--- src/rtl/iob_responder_if.sv ---
// iob_responder_if -- 68000-style IOB bus bundle between a bus master and the responder.
//
// Signals:
//   A_IOB[23:1]           address
//   D_IOB_in / D_IOB_out  write data from the master, read data from the responder
//   nDoe                  active-low enable for the responder's read-data driver
//   nAS/nUDS/nLDS/nWE     master strobes, already synchronous to CLK_IOB
//   nVMA_IOB, E_IOB       valid memory address and the sampled E clock
//   nDTACK/nVPA/nBERR     responder replies, active low, 1 = released
//
// Modports: master (bus master / bench side) and slave (responder side).
interface iob_responder_if;
   logic [23:1] A_IOB;
   logic [15:0] D_IOB_in;
   logic [15:0] D_IOB_out;
   logic        nDoe;
   logic        nAS_IOB;
   logic        nUDS_IOB;
   logic        nLDS_IOB;
   logic        nWE_IOB;
   logic        nVMA_IOB;
   logic        E_IOB;
   logic        nDTACK_IOB;
   logic        nVPA_IOB;
   logic        nBERR_IOB;

   modport master (
      output A_IOB, D_IOB_in, nAS_IOB, nUDS_IOB, nLDS_IOB, nWE_IOB, nVMA_IOB, E_IOB,
      input  D_IOB_out, nDoe, nDTACK_IOB, nVPA_IOB, nBERR_IOB
   );

   modport slave (
      input  A_IOB, D_IOB_in, nAS_IOB, nUDS_IOB, nLDS_IOB, nWE_IOB, nVMA_IOB, E_IOB,
      output D_IOB_out, nDoe, nDTACK_IOB, nVPA_IOB, nBERR_IOB
   );
endinterface

--- src/rtl/iob_responder.sv ---
// iob_responder -- synchronous 68000-bus slave backing a 4 x 16-bit register file.
//
// A cycle hits when nAS is low, at least one data strobe is low and A_IOB[23:16] == BASE.
// A_IOB[15] = 0 answers with nDTACK after WAIT_STATES cycles; A_IOB[15] = 1 answers with
// nVPA and completes an E-clock synchronous (VMA) transfer on the next E falling edge.
// A_IOB[2:1] selects the register; A_IOB[14:3] are ignored so the registers alias.
//
// Ports:
//   CLK_IOB    sole clock, rising edge
//   RESET_IOB  synchronous active-high reset
//   bus        iob_responder_if.slave bundle (address, data, strobes, replies)
//
// Optional feature macro IOB_BERR_EN: a watchdog in the VPA/VMA states asserts nBERR after
// TIMEOUT cycles without completion and suppresses the write. Without it nBERR is tied high.
module iob_responder #(
   parameter logic [7:0]  BASE        = 8'hF8,
   parameter int unsigned WAIT_STATES = 2,
   parameter int unsigned TIMEOUT     = 64
) (
   input logic           CLK_IOB,
   input logic           RESET_IOB,
   iob_responder_if.slave bus
);

   typedef enum logic [2:0] {
      StIdle,
      StWait,
      StAck,
      StVpa,
      StVma,
      StRelease,
      StBerr
   } state_t;

   state_t      state;
   logic [3:0]  wait_cnt;
   logic [1:0]  sel;
   logic        wr;
   logic        e_prev;
   logic        dtack_n;
   logic        vpa_n;
   logic        doe_n;
   logic [15:0] dout;
   logic [15:0] regs [4];
   logic        hit;
   logic        unused_addr;

   assign hit = !bus.nAS_IOB && (!bus.nUDS_IOB || !bus.nLDS_IOB) &&
                (bus.A_IOB[23:16] == BASE);

   // Middle address bits only alias the register file.
   assign unused_addr = ^bus.A_IOB[14:3];

   // Byte lanes are independent: nUDS gates [15:8], nLDS gates [7:0].
   function automatic logic [15:0] lane_merge(input logic [15:0] old, input logic [15:0] wdata,
                                              input logic uds_n, input logic lds_n);
      lane_merge = old;
      if (!uds_n) lane_merge[15:8] = wdata[15:8];
      if (!lds_n) lane_merge[7:0] = wdata[7:0];
   endfunction

`ifdef IOB_BERR_EN
   logic        berr_n;
   logic [15:0] wd_cnt;
   logic        wd_expired;

   assign wd_expired = (wd_cnt == 16'(TIMEOUT - 1));
   assign bus.nBERR_IOB = berr_n;
`else
   logic [15:0] unused_timeout;

   assign unused_timeout = 16'(TIMEOUT);
   assign bus.nBERR_IOB = 1'b1;
`endif

   always_ff @(posedge CLK_IOB) begin
      if (RESET_IOB) begin
         state    <= StIdle;
         wait_cnt <= '0;
         sel      <= '0;
         wr       <= 1'b0;
         e_prev   <= 1'b0;
         dtack_n  <= 1'b1;
         vpa_n    <= 1'b1;
         doe_n    <= 1'b1;
         dout     <= '0;
         for (int i = 0; i < 4; i++) regs[i] <= '0;
`ifdef IOB_BERR_EN
         berr_n   <= 1'b1;
         wd_cnt   <= '0;
`endif
      end else begin
         e_prev <= bus.E_IOB;
         case (state)
            StIdle: begin
               dtack_n <= 1'b1;
               vpa_n   <= 1'b1;
               doe_n   <= 1'b1;
               dout    <= '0;
`ifdef IOB_BERR_EN
               berr_n  <= 1'b1;
               wd_cnt  <= '0;
`endif
               if (hit) begin
                  sel <= bus.A_IOB[2:1];
                  wr  <= !bus.nWE_IOB;
                  if (bus.A_IOB[15]) begin
                     state <= StVpa;
                  end else begin
                     state    <= StWait;
                     wait_cnt <= 4'(WAIT_STATES);
                  end
               end
            end

            StWait: begin
               if (bus.nAS_IOB) begin
                  state <= StIdle;
               end else if (wait_cnt == 4'd0) begin
                  // Acknowledge, read data and write all take effect on ACK entry.
                  state   <= StAck;
                  dtack_n <= 1'b0;
                  if (wr) begin
                     regs[sel] <= lane_merge(regs[sel], bus.D_IOB_in, bus.nUDS_IOB,
                                             bus.nLDS_IOB);
                  end else begin
                     doe_n <= 1'b0;
                     dout  <= regs[sel];
                  end
               end else begin
                  wait_cnt <= wait_cnt - 4'd1;
               end
            end

            StAck: begin
               state <= StRelease;
            end

            StVpa: begin
               if (bus.nAS_IOB) begin
                  state <= StIdle;
                  vpa_n <= 1'b1;
               end else begin
                  vpa_n <= 1'b0;
                  if (!bus.nVMA_IOB && bus.E_IOB) begin
                     // VMA during E high: the transfer completes on this E's falling edge.
                     state <= StVma;
                     if (!wr) begin
                        doe_n <= 1'b0;
                        dout  <= regs[sel];
                     end
                  end
`ifdef IOB_BERR_EN
                  else if (wd_expired) begin
                     state  <= StBerr;
                     berr_n <= 1'b0;
                     vpa_n  <= 1'b1;
                  end else begin
                     wd_cnt <= wd_cnt + 16'd1;
                  end
`endif
               end
            end

            StVma: begin
               if (bus.nAS_IOB) begin
                  state <= StIdle;
                  vpa_n <= 1'b1;
                  doe_n <= 1'b1;
                  dout  <= '0;
               end else if (e_prev && !bus.E_IOB) begin
                  state <= StRelease;
                  if (wr) begin
                     regs[sel] <= lane_merge(regs[sel], bus.D_IOB_in, bus.nUDS_IOB,
                                             bus.nLDS_IOB);
                  end
               end
`ifdef IOB_BERR_EN
               else if (wd_expired) begin
                  state  <= StBerr;
                  berr_n <= 1'b0;
                  vpa_n  <= 1'b1;
                  doe_n  <= 1'b1;
                  dout   <= '0;
               end else begin
                  wd_cnt <= wd_cnt + 16'd1;
               end
`endif
            end

            StRelease: begin
               if (bus.nAS_IOB) begin
                  state   <= StIdle;
                  dtack_n <= 1'b1;
                  vpa_n   <= 1'b1;
                  doe_n   <= 1'b1;
                  dout    <= '0;
               end else if (bus.nUDS_IOB && bus.nLDS_IOB) begin
                  // Data driver may drop as soon as both strobes rise.
                  doe_n <= 1'b1;
                  dout  <= '0;
               end
            end

            StBerr: begin
               if (bus.nAS_IOB) begin
                  state <= StIdle;
`ifdef IOB_BERR_EN
                  berr_n <= 1'b1;
`endif
               end
            end

            default: begin
               state <= StIdle;
            end
         endcase
      end
   end

   assign bus.nDTACK_IOB = dtack_n;
   assign bus.nVPA_IOB   = vpa_n;
   assign bus.nDoe       = doe_n;
   assign bus.D_IOB_out  = dout;

endmodule

--- src/flat_wrapper.sv ---
// flat-port wrapper written by rule: the top's interface ports become plain ports
module iob_responder_flat 
#(
   parameter logic [7:0]  BASE        = 8'hF8,
   parameter int unsigned WAIT_STATES = 2,
   parameter int unsigned TIMEOUT     = 64
)
  (CLK_IOB, RESET_IOB, bus_A_IOB, bus_D_IOB_in, bus_nAS_IOB, bus_nUDS_IOB, bus_nLDS_IOB, bus_nWE_IOB, bus_nVMA_IOB, bus_E_IOB, bus_D_IOB_out, bus_nDoe, bus_nDTACK_IOB, bus_nVPA_IOB, bus_nBERR_IOB);
  iob_responder_if bus_i ();
  input logic CLK_IOB;
  input logic RESET_IOB;
  input wire logic [$bits(bus_i.A_IOB)-1:0] bus_A_IOB;
  input wire logic [$bits(bus_i.D_IOB_in)-1:0] bus_D_IOB_in;
  input wire logic [$bits(bus_i.nAS_IOB)-1:0] bus_nAS_IOB;
  input wire logic [$bits(bus_i.nUDS_IOB)-1:0] bus_nUDS_IOB;
  input wire logic [$bits(bus_i.nLDS_IOB)-1:0] bus_nLDS_IOB;
  input wire logic [$bits(bus_i.nWE_IOB)-1:0] bus_nWE_IOB;
  input wire logic [$bits(bus_i.nVMA_IOB)-1:0] bus_nVMA_IOB;
  input wire logic [$bits(bus_i.E_IOB)-1:0] bus_E_IOB;
  output wire logic [$bits(bus_i.D_IOB_out)-1:0] bus_D_IOB_out;
  output wire logic [$bits(bus_i.nDoe)-1:0] bus_nDoe;
  output wire logic [$bits(bus_i.nDTACK_IOB)-1:0] bus_nDTACK_IOB;
  output wire logic [$bits(bus_i.nVPA_IOB)-1:0] bus_nVPA_IOB;
  output wire logic [$bits(bus_i.nBERR_IOB)-1:0] bus_nBERR_IOB;
  assign bus_i.A_IOB = bus_A_IOB;
  assign bus_i.D_IOB_in = bus_D_IOB_in;
  assign bus_i.nAS_IOB = bus_nAS_IOB;
  assign bus_i.nUDS_IOB = bus_nUDS_IOB;
  assign bus_i.nLDS_IOB = bus_nLDS_IOB;
  assign bus_i.nWE_IOB = bus_nWE_IOB;
  assign bus_i.nVMA_IOB = bus_nVMA_IOB;
  assign bus_i.E_IOB = bus_E_IOB;
  assign bus_D_IOB_out = bus_i.D_IOB_out;
  assign bus_nDoe = bus_i.nDoe;
  assign bus_nDTACK_IOB = bus_i.nDTACK_IOB;
  assign bus_nVPA_IOB = bus_i.nVPA_IOB;
  assign bus_nBERR_IOB = bus_i.nBERR_IOB;
  iob_responder #(.BASE(BASE), .WAIT_STATES(WAIT_STATES), .TIMEOUT(TIMEOUT)) u_core (.CLK_IOB(CLK_IOB), .RESET_IOB(RESET_IOB), .bus(bus_i));
endmodule
--- config.mk ---
export PLATFORM = sky130hd
export DESIGN_NAME = iob_responder_flat
export DESIGN_NICKNAME = d
export VERILOG_FILES = /design/src/rtl/iob_responder_if.sv /design/src/rtl/iob_responder.sv /design/src/flat_wrapper.sv
export SDC_FILE = /design/constraint.sdc
export NUM_CORES = 1
export LEC_CHECK = 0
export ABC_AREA = 0
export CORE_AREA = 4 4 140 75
export DETAILED_ROUTE_END_ITERATION = 8
export DIE_AREA = 0 0 144 79
export PLACE_DENSITY = 0.76
export SLEW_MARGIN = 20
export SYNTH_ARGS = -nofsm -noshare
export SYNTH_HDL_FRONTEND = slang
export SYNTH_SLANG_ARGS = --single-unit
--- constraint.sdc ---
create_clock -name CLK_IOB -period 2.5 [get_ports CLK_IOB]
set_input_delay 0.5 -clock CLK_IOB [delete_from_list [all_inputs] [get_ports CLK_IOB]]
set_output_delay 0.5 -clock CLK_IOB [all_outputs]
set_load 0.05 [all_outputs]
# Word-level counts from Yosys, hierarchy flattened
# Memories as Yosys holds them, arrays and structs flattened. A register that Yosys moved wholly into a read port is not among the register bits.
# Index checks and enable logic that the tools add are counted.
# Widths: inputs -> output; s select.
dict set report classes {
  n_mux 77
  n_addsub 1
  n_reduce_logical 27
  n_bitwise 1
  eq_ne 22
}
# cell n
set op_table {}
lappend op_table {{$mux 16} 10}
lappend op_table {{$mux 8} 20}
lappend op_table {{$pmux 16 s5} 1}
lappend op_table {{$mux 1} 25}
lappend op_table {{$mux 3} 8}
lappend op_table {{$pmux 3 s6} 1}
lappend op_table {{$mux 4} 4}
lappend op_table {{$reduce_or 16->1} 1}
lappend op_table {{$ne 2x2->1 const B} 6}
lappend op_table {{$ne 3x2->1 const B} 4}
lappend op_table {{$ne 2x1->1 const B} 5}
lappend op_table {{$reduce_and 5->1} 2}
lappend op_table {{$eq 3x3->1 const B} 3}
lappend op_table {{$eq 8x8->1 const B} 1}
lappend op_table {{$mux 2} 4}
lappend op_table {{$pmux 4 s2} 1}
lappend op_table {{$reduce_and 7->1} 1}
lappend op_table {{$eq 3x2->1 const B} 2}
lappend op_table {{$logic_not 1->1} 6}
lappend op_table {{$pmux 1 s3} 2}
lappend op_table {{$reduce_bool 3->1} 2}
lappend op_table {{$logic_and 1x1->1} 5}
lappend op_table {{$pmux 1 s5} 1}
lappend op_table {{$reduce_bool 5->1} 1}
lappend op_table {{10 further kinds} 12}
dict set report totals {
  mem_count 1
  ram_bits 64
  regBits 30
  word_cells 138
  input_bits 47
  output_inout_bits 20
}
# name words word_bits rd rd_clocked_by_memory_dff write_ports line_no
set memory_table {}
lappend memory_table {u_core.regs 4 16 1 1 4 iob_responder.sv:44} ;# logic [15:0] regs [4];

# Logic depth before layout (Yosys ltp)
dict set report logic_depth {
  ltp_word 10
  depth_mapped 8
  depth_no_buf 6
}

# Worst setup path after synthesis
# No wires, ideal clock.
dict set report synth_timing {
  path_kind {input -> register}
  startpoint {in bus_nAS_IOB}
  endpoint {mem u_core.regs[0][0] (enable)}
  n_path_buf 1
  path_slack_ns -0.154
  arrival_time_ns 2.283
  t_required_ns 2.129
  setup_ns 0.371
  path_stages 5
  cell_sequence {buf_2 -> or4b_4 -> o32ai_4 -> nand4b_4 -> or2b_1}
}
# item line_no
set synth_rtl {}
lappend synth_rtl {{start, declared} flat_wrapper.sv:14} ;# input wire logic [$bits(bus_i.nAS_IOB)-1:0] bus_nAS_IOB;
lappend synth_rtl {{end, declared} iob_responder.sv:44}

==> metrics.txt <==
Overall Global Routing Usage 19.2%; WP data arrival 2380 ps; WL final 10,400 um; worst vdd ir 0.476 mV; Largest stage delay, worst path 520 ps; Placer Congestion 0.846; vias in the first global route 2,996; clock sink total 96; initial core utilization 47.8%; sequential fraction of the synthesis area 58.1%; Post-Syn Area 4410 um2; Setup TNS Final 0 ps; most common cell after layout, fill and taps aside nor2_1; Synth top area share 43.6%; # IOs 67; via count 3,105; Die Span Y 79 um; max cap viols 0; initial antenna violation count 0; CP dominant cell by count buf_12; Detail Route Antenna Nets 0; Initial DRC Count 284; fin crit share 93.3%; post-layout min period 2330 ps; clock slew at reported path FFs 70 ps; Post-synth EDFFs 64; maximum clock frequency 429 MHz; Pre-antenna DRT Iters 5; htree depth 3; CTS buffer count 9; hold_buf cts 0; antenna cells 0; slew margin rel. 58.6%; Net Count, Synth 383; Most used DFF post-synth edfxtp_1; Critical Path RT 2550 ps; TritonCTS clock tree yes; WL/cell 19.6 um; critical path's slowest cell or4b_4; # DRC 0; first-pass GRT wire length 16,300 um; # rows 25; Congestion Overflow GR 0; clk_lat worst skew 340 ps; flop and latch count out of synthesis 96; top cell type by total area after synthesis edfxtp_1; unrepaired setup endpoints after global routing no; critical path cell sequence clkdlybuf4s50_1, or4b_4, o32ai_4, buf_12, nand4b_4, or2b_2, buf_12; Core ar. 9230 um2; via-per-instance ratio 5.85; Crit Path Class in -> reg; syn_area_per_cell 13.2 um2; synth-to-layout area growth 26.0%; setup violators final 0; setup bufs post-CTS 0; largest cells by area after synthesis edfxtp_1, dfxtp_1, mux4_2; most frequent cells in the layout nor2_1, edfxtp_1, clkdlybuf4s50_1; Lkg Pwr 0.00214 uW; CP Launch Type input pin; CP max FO 16; Nets 454; root buffer cell clkbuf_16; hpwl dp 7380 um; status completed; Netlist cell types 57; async set or reset register ratio after synthesis 0%; final hold violation count 0; clock buffer depth 2; CP Capture Type flip-flop; largest net degree at the start of global routing 18; P per Cell Area 820 nW/um2; yosys synthesis warning count 0; chip width 144 um; Die ar. 11,400 um2; Cells after Synth 335; layout cells sized above 1 22.7%; Pins Over Slew Limit 0; Least-Margin Pin Slew 617 ps; worst min path class reg -> reg; port bufs 53; Worst Skew 6.53 ps; Power, Total 4560 uW; post-cts sizing count 0
[where the power goes]
group / switching, uW / internal (uW)
Sequential: 92.5 / 1820
Clock: 581 / 669
Combinational: 814 / 581
Total: 1490 / 3070
[cell usage after synthesis (4+ instances only)]
master and n:
nand3_1 4, nor3_1 5, nor2_1 69, buf_6 4, nand2_1 5, a21oi_1 7
dfxtp_1 32, mux4_2 16, nand2b_1 4, o21ai_0 4, edfxtp_1 64, o221a_2 16
mux2i_1 18, a31oi_1 4, buf_2 8, nor2b_1 5, inv_1 6, clkbuf_1 10
[final cells by class]
type | instances | area, um2
Inverter | 6 | 22.5
Multi-Input combinational cell | 209 | 1700
Fill cell | 678 | 3670
Tap cell | 121 | 151
Clock buffer | 10 | 229
Timing Repair Buffer | 84 | 863
Clock inverter | 5 | 33.8
Sequential cell | 96 | 2560
[flip-flops by register name, summed over array words and instances (netlist names), named ones only]
name	flops
u_core.regs	64
u_core.bus.D_IOB_out	16
u_core.wait_cnt	4
u_core.state	3
u_core.sel	2
u_core.bus.nDTACK_IOB	1
u_core.bus.nDoe	1
u_core.bus.nVPA_IOB	1
u_core.e_prev	1
u_core.wr	1
[path summary, 6_finish.rpt]
| check | slack [ps] | start | endpoint | cells after the start |
|---|---|---|---|---|
| hold reg to reg | 470 | u_core.bus.nDoe$_SDFFE_PP1P_ | u_core.bus.nDoe$_SDFFE_PP1P_ | 1 |
| setup reg to reg | 230 | u_core.wait_cnt[0]$_SDFFE_PP0P_ | u_core.regs[0][3]$_SDFFCE_PN0P_ | 8 |
| setup / recovery | 170 | bus_nAS_IOB | u_core.regs[0][3]$_SDFFCE_PN0P_ | 7 |
| hold / removal | 470 | u_core.bus.nDoe$_SDFFE_PP1P_ | u_core.bus.nDoe$_SDFFE_PP1P_ | 1 |
[layer usage]
| metal | wire [um] | share of wire, % | global-route usage (%) | vias to the layer above |
|---|---|---|---|---|
| li1 | - | - | - | 1422 |
| met1 | 4830 | 46 | 27.4 | 1528 |
| met4 | 176 | 1.7 | 6.39 | 0 |
| met3 | 711 | 6.8 | 3.91 | 14 |
| met2 | 4700 | 45 | 29.5 | 141 |
| met5 | 0 | 0 | 0 | - |
[logic make-up (layout without fill, tap and decap cells)]
group           Yosys count  count (layout)  share of synthesized area [%]
simple gates            120             120                           15.0
fa+ha+maj                 1               1                          0.284
buf+inv                  30             105                           3.55
mux                      35              35                           12.5
compound gates           52              52                           10.5
flops                    96              96                           58.1
other cells               1               1                         0.0850
[through the flow]
step	util, %	area [um2]	hold slack [ps]	cells	setup WS (ps)
2_1_floorplan	-	4420	456	335	22.8
3_3_place_gp	57.4	5300	445	516	-132
3_5_place_dp	57.4	5300	459	516	-193
4_1_cts	60.2	5560	474	531	164
5_1_grt	60.2	5560	509	531	112
6_report	60.2	5560	471	531	166
[worst max-delay path: cells and delay by family]
family	cells	cell delay [ps]
simple gates	3	820
buf+inv	3	790
compound gates	1	270
(Power assumes the default switching activity.)
